`src/rtl/cla_pipe_addsub_if.sv`:
```
// Valid/ready operand and result bundle for the pipelined CLA add/sub.
// master drives operands and result-ready; slave is the adder side.
interface cla_pipe_addsub_if #(
    parameter int WIDTH = 16
);
    logic             in_valid;
    logic             in_ready;
    logic [WIDTH-1:0] a;
    logic [WIDTH-1:0] b;
    logic             sub;
    logic             cin;
    logic             out_valid;
    logic             out_ready;
    logic [WIDTH-1:0] sum;
    logic             cout;
    logic             ovf;

    modport master (
        output in_valid, a, b, sub, cin, out_ready,
        input  in_ready, out_valid, sum, cout, ovf
    );

    modport slave (
        input  in_valid, a, b, sub, cin, out_ready,
        output in_ready, out_valid, sum, cout, ovf
    );
endinterface

```
`src/rtl/cla_pipe_addsub.sv`:
```
// Two-stage carry-lookahead adder/subtractor with valid/ready on both sides.
// Stage 1 registers bit and nibble P/G; stage 2 resolves carries and the sum.
module cla_pipe_addsub #(
    parameter int WIDTH = 16
) (
    input logic              clk,
    input logic              rst,
    cla_pipe_addsub_if.slave bus
);
    localparam int NG = WIDTH / 4;

    typedef struct packed {
        logic [WIDTH-1:0] p;
        logic [WIDTH-1:0] g;
        logic [NG-1:0]    gp;
        logic [NG-1:0]    gg;
        logic             c0;
    } s1_t;

    typedef struct packed {
        logic [WIDTH-1:0] sum;
        logic             cout;
        logic             ovf;
    } s2_t;

    // Flattened two-level AND-OR lookahead across four P/G slots.
    function automatic logic [4:1] cla4(
        input logic [3:0] p,
        input logic [3:0] g,
        input logic       c
    );
        logic [4:1] co;
        co[1] = g[0] | (p[0] & c);
        co[2] = g[1] | (p[1] & g[0]) | (p[1] & p[0] & c);
        co[3] = g[2] | (p[2] & g[1]) | (p[2] & p[1] & g[0])
              | (p[2] & p[1] & p[0] & c);
        co[4] = g[3] | (p[3] & g[2]) | (p[3] & p[2] & g[1])
              | (p[3] & p[2] & p[1] & g[0])
              | (p[3] & p[2] & p[1] & p[0] & c);
        return co;
    endfunction

    s1_t              s1_new;
    s1_t              s1_d;
    s1_t              s1_q;
    logic             s1_valid_d;
    logic             s1_valid_q;
    s2_t              s2_new;
    s2_t              s2_d;
    s2_t              s2_q;
    logic             out_valid_d;
    logic             out_valid_q;

    logic [WIDTH-1:0] b_eff;
    logic [3:0]       pk;
    logic [3:0]       gk;
    logic             s2_ready;
    logic             in_ready;
    logic             in_fire;
    logic             s1_adv;

    logic [3:0]       gp4;
    logic [3:0]       gg4;
    logic [4:0]       gc;
    logic [WIDTH-1:0] cb;
    logic [4:1]       nib;
    logic [NG-1:0]    nib_co;
    logic             unused_co;

    assign s2_ready = !out_valid_q || bus.out_ready;
    assign in_ready = !s1_valid_q || s2_ready;
    assign in_fire  = bus.in_valid && in_ready;
    assign s1_adv   = s1_valid_q && s2_ready;

    always_comb begin : stage1_terms
        b_eff     = bus.b ^ {WIDTH{bus.sub}};
        s1_new    = '0;
        s1_new.p  = bus.a ^ b_eff;
        s1_new.g  = bus.a & b_eff;
        s1_new.c0 = bus.cin ^ bus.sub;
        pk        = '0;
        gk        = '0;
        for (int k = 0; k < NG; k++) begin
            pk = s1_new.p[4*k +: 4];
            gk = s1_new.g[4*k +: 4];
            s1_new.gp[k] = &pk;
            s1_new.gg[k] = gk[3] | (pk[3] & gk[2])
                         | (pk[3] & pk[2] & gk[1])
                         | (pk[3] & pk[2] & pk[1] & gk[0]);
        end
    end

    always_comb begin : stage2_carries
        gp4 = '0;
        gg4 = '0;
        // Slots above NG stay P=G=0, so their carries never feed a bit.
        gp4[NG-1:0] = s1_q.gp;
        gg4[NG-1:0] = s1_q.gg;
        gc     = {cla4(gp4, gg4, s1_q.c0), s1_q.c0};
        cb     = '0;
        nib    = '0;
        nib_co = '0;
        for (int k = 0; k < NG; k++) begin
            nib = cla4(s1_q.p[4*k +: 4], s1_q.g[4*k +: 4], gc[k]);
            cb[4*k]         = gc[k];
            cb[4*k+1 +: 3]  = nib[3:1];
            nib_co[k]       = nib[4];
        end
        s2_new.sum  = s1_q.p ^ cb;
        s2_new.cout = gc[NG];
        s2_new.ovf  = cb[WIDTH-1] ^ gc[NG];
        unused_co   = ^{gc, nib_co};
    end

    always_comb begin : next_state
        s1_d        = in_fire ? s1_new : s1_q;
        s1_valid_d  = in_fire ? 1'b1 : (s2_ready ? 1'b0 : s1_valid_q);
        s2_d        = s1_adv ? s2_new : s2_q;
        out_valid_d = s2_ready ? s1_valid_q : out_valid_q;
    end

    always_ff @(posedge clk) begin
        if (rst) begin
            s1_q        <= '0;
            s1_valid_q  <= 1'b0;
            s2_q        <= '0;
            out_valid_q <= 1'b0;
        end else begin
            s1_q        <= s1_d;
            s1_valid_q  <= s1_valid_d;
            s2_q        <= s2_d;
            out_valid_q <= out_valid_d;
        end
    end

    assign bus.in_ready  = in_ready;
    assign bus.out_valid = out_valid_q;
    assign bus.sum       = s2_q.sum;
    assign bus.cout      = s2_q.cout;
    assign bus.ovf       = s2_q.ovf;
endmodule

```
`src/flat_wrapper.sv`:
```
// flat-port wrapper written by rule: the top's interface ports become plain ports
module cla_pipe_addsub_flat 
#(
    parameter int WIDTH = 16
)
  (clk, rst, bus_in_valid, bus_a, bus_b, bus_sub, bus_cin, bus_out_ready, bus_in_ready, bus_out_valid, bus_sum, bus_cout, bus_ovf);
  cla_pipe_addsub_if #(.WIDTH(WIDTH)) bus_i ();
  input logic clk;
  input logic rst;
  input wire logic [$bits(bus_i.in_valid)-1:0] bus_in_valid;
  input wire logic [$bits(bus_i.a)-1:0] bus_a;
  input wire logic [$bits(bus_i.b)-1:0] bus_b;
  input wire logic [$bits(bus_i.sub)-1:0] bus_sub;
  input wire logic [$bits(bus_i.cin)-1:0] bus_cin;
  input wire logic [$bits(bus_i.out_ready)-1:0] bus_out_ready;
  output wire logic [$bits(bus_i.in_ready)-1:0] bus_in_ready;
  output wire logic [$bits(bus_i.out_valid)-1:0] bus_out_valid;
  output wire logic [$bits(bus_i.sum)-1:0] bus_sum;
  output wire logic [$bits(bus_i.cout)-1:0] bus_cout;
  output wire logic [$bits(bus_i.ovf)-1:0] bus_ovf;
  assign bus_i.in_valid = bus_in_valid;
  assign bus_i.a = bus_a;
  assign bus_i.b = bus_b;
  assign bus_i.sub = bus_sub;
  assign bus_i.cin = bus_cin;
  assign bus_i.out_ready = bus_out_ready;
  assign bus_in_ready = bus_i.in_ready;
  assign bus_out_valid = bus_i.out_valid;
  assign bus_sum = bus_i.sum;
  assign bus_cout = bus_i.cout;
  assign bus_ovf = bus_i.ovf;
  cla_pipe_addsub #(.WIDTH(WIDTH)) u_core (.clk(clk), .rst(rst), .bus(bus_i));
endmodule
```
`config.mk`:
```
export PLATFORM = sky130hd
export DESIGN_NAME = cla_pipe_addsub_flat
export DESIGN_NICKNAME = d
export VERILOG_FILES = /design/src/rtl/cla_pipe_addsub_if.sv /design/src/rtl/cla_pipe_addsub.sv /design/src/flat_wrapper.sv
export SDC_FILE = /design/constraint.sdc
export NUM_CORES = 1
export LEC_CHECK = 0
export ABC_AREA = 1
export ABC_CLOCK_PERIOD_IN_PS = 2400
export CAP_MARGIN = 40
export CORE_MARGIN = 5
export CORE_UTILIZATION = 30
export CTS_CLUSTER_DIAMETER = 50
export DETAILED_ROUTE_END_ITERATION = 7
export SETUP_SLACK_MARGIN = 0.1
export SKIP_LAST_GASP = 1
export SLEW_MARGIN = 20
export SYNTH_ARGS = -nofsm -noshare
export SYNTH_HDL_FRONTEND = slang
export SYNTH_SLANG_ARGS = --single-unit
```
`constraint.sdc`:
```
create_clock -name clk -period 2.4 [get_ports clk]
set_input_delay 0.6 -clock clk [delete_from_list [all_inputs] [get_ports clk]]
set_output_delay 0.6 -clock clk [all_outputs]
set_load 0.02 [all_outputs]
```
==> results.yml <==
drt:
  drt_first_iter_violations: 129
  wl_mm: 6.97
  vias: 2614
  wl_per_cell_um: 11.8
  vias_per_cell: 4.44
  ant_nets: 0
  firstDrtPassIters: 4
  drc: 0
yosys:
  synth_most_common_cell: "nor2_1"
  yosys_warnings: 0
  syn_avg_cell_area_um2: 7.50
  synth_top_cells_by_area: "dfxtp_1 (39%), nor2_1 (9.1%), ha_1 (8.5%)"
  ys_top_cells_by_count: "nor2_1 (71), dfxtp_1 (57), nand2_1 (44)"
  synth_top_area_share_pct: 38.9
  ys_seq_elements: 57
  async_flop_share_pct: 0
  synth_edf_count: 0
  synthFlopType: "dfxtp_1"
  syn-num-nets: 449
  synth-seq-area-share_pct: 38.9
  ys_types: 27
  netlist_instances: 391
  synthesis.area_um2: 2930
  yosys.area.top_type: "dfxtp_1"
critical_path:
  critical_path_class: "in2out"
  crit_path_top_delay_cell: "clkdlybuf4s50_1"
  required_ns: 1.80
  cp_max_fo: 2
  crit_buf_inv: 3
  cp-end-kind: "output port"
  cpPeakStageDelay_ns: 0.45
  critical_path.top_delay_family: "buffers and inverters"
  arrival_ns: 1.50
  crit_path_cell_trace: "clkdlybuf4s50_1 -> inv_1 -> nand3_2 -> dlygate4sd2_1"
  cp-start-kind: "input port"
final_layout:
  drive_gt1_share_pct: 8.55
  utilization_pct: 40.4
  fin_cells: 589
  fin_nets: 509
  fillers: 1032
  diodes: 0
  area_growth_pct: 32.6
clock_tree:
  cts_htree_levels: 3
  clk_path_buf_depth: 2
  ctsRootBufferMaster: "clkbuf_8"
  cts_sinks: 57
  clk_pin_slew_ns: 0.06
  cts_tree: "built"
  cts_buffers: 9
  postCtsSetupRepairBufs: 0
  clk_latency_ns: 0.34
  ctsHoldBuffers: 0
  cts_resized: 1
die:
  die_x_um: 109
  core_um2: 9640
  pin_count: 58
  die-area_um2: 11900
  std_cell_rows: 36
  die_y_um: 109
  start_util_pct: 30.4
grt:
  grt_overflow: 0
  grt_pass1_vias: 2581
  grt_pass1_wl_mm: 11.9
  grtUsageTotal_pct: 12.7
  grt_max_degree: 36
  antenna_found_initial: 0
sta:
  relSlewSlack_pct: 70.8
  setup_viol: 0
  hold_violations: 0
  fin_skew_ns: 0.00745
  post-route-period-util_pct: 87.5
  hold_ws_ns: 0.458
  tightest_slew_ns: 0.438
  min_period_ns: 2.10
  max_freq_mhz: 476
  slew_violations: 0
  setup_tns_ns: 0
  rsz0062_at_grt: "no"
run_status:
  status: "finished clean"
place:
  gp_congestion: 0.829
  dp_cells: 573
  port_buffers: 57
  hpwl_mm: 5.33
pwr:
  total_leakage_power_nw: 1.68
  ir_worst_vdd_uv: 242
  fin_total_pwr_mw: 2.60
  pwr_density_cell_nw_per_um2: 668
worst_hold_path:
  hold_class: "reg2reg"
job:
  max_cap_viol_count: 0
==> cells by family (layout without fill, tap and decap cells) <==
logic type	after synthesis	after routing	share of synthesized area, %
DFF	57	57	38.9
buffers and inverters	49	114	7.55
xor gates and xnor gates	22	22	6.57
adders and majority gates	20	20	8.53
and+or+nand+nor	152	152	22.2
AOI/OAI and AO/OA	91	91	16.3
==> per-stage QoR <==
step | area [um2] | worst slack, ns
final | 3890 | 0.300
after global routing | 3890 | 0.250
after CTS | 3890 | 0.287
after detailed placement | 3660 | 0.0172
after global placement | 3660 | 0.0335
after floorplan | 2930 | 0.535
==> report_power, final <==
part	internal, mW	switching (mW)
clock	0.637	0.379
sequential	1.02	0.0563
combinational	0.238	0.268
total	1.90	0.703
==> layout make-up <==
class	instances	area (um2)	share of cell area, %
clock inverter	5	77.6	1.99
sequential	57	1140	29.3
inverter	32	120	3.09
clock buffer	11	151	3.89
multi-input combinational	285	1570	40.4
tap	133	166	4.28
timing repair buffer	66	662	17.0
==> registers in the layout, indices dropped and copies added, names as in the netlist <==
signal                cells
u_core.s1_valid_q         1
u_core.s1_q              28
u_core.bus.cout           1
u_core.gg4                4
u_core.cb                 1
u_core.bus.out_valid      1
u_core.bus.ovf            1
u_core.gp4                4
u_core.bus.sum           16
==> placed cells by master, fill, tap and decap left out, drive strengths merged, types with 3 or more instances in the layout <==
| master | netlist | final |
|---|---|---|
| o21ai | 40 | 40 |
| a21oi | 43 | 43 |
| dfxtp | 57 | 57 |
| inv | 32 | 32 |
| ha | 20 | 20 |
| buf | 12 | 9 |
| nor3 | 4 | 4 |
| xor2 | 22 | 22 |
| clkbuf | 5 | 11 |
| nand4 | 6 | 6 |
| clkdlybuf4s50 | 0 | 56 |
| o21bai | 3 | 3 |
| nor2 | 71 | 71 |
| nand3 | 16 | 16 |
| nand2 | 53 | 53 |
==> per-layer routing <==
metal	vias to the layer above	GRT usage, %	wire length [um]
li1	1403	-	-
met1	1137	16.9	3530
met2	67	18.9	2930
met3	7	2.84	406
met4	0	6.85	104
met5	-	0	0
==> worst reg2reg max path: cells and delay by family, from the launching register on <==
kind / cells / cell delay, ns
AOI/OAI and AO/OA: 1 / 0.16
buffers and inverters: 2 / 0.47
DFF: 1 / 0.34
and+or+nand+nor: 3 / 0.35
==> path summary, 6_finish.rpt <==
check	startpoint	end	slack [ns]	cells past startpoint
worst min register to register	u_core.s1_q[15]$_SDFFE_PP0P_	u_core.s1_q[15]$_SDFFE_PP0P_	0.46	2
worst max-delay path	bus_out_ready	bus_in_ready	0.30	4
worst max register to register	u_core.bus.out_valid$_SDFFE_PP0P_	u_core.gp4[3]$_SDFFE_PP0P_	1.01	6
worst min-delay path	u_core.s1_q[15]$_SDFFE_PP0P_	u_core.s1_q[15]$_SDFFE_PP0P_	0.46	2
No activity file was read; power rests on OpenSTA's default activity.
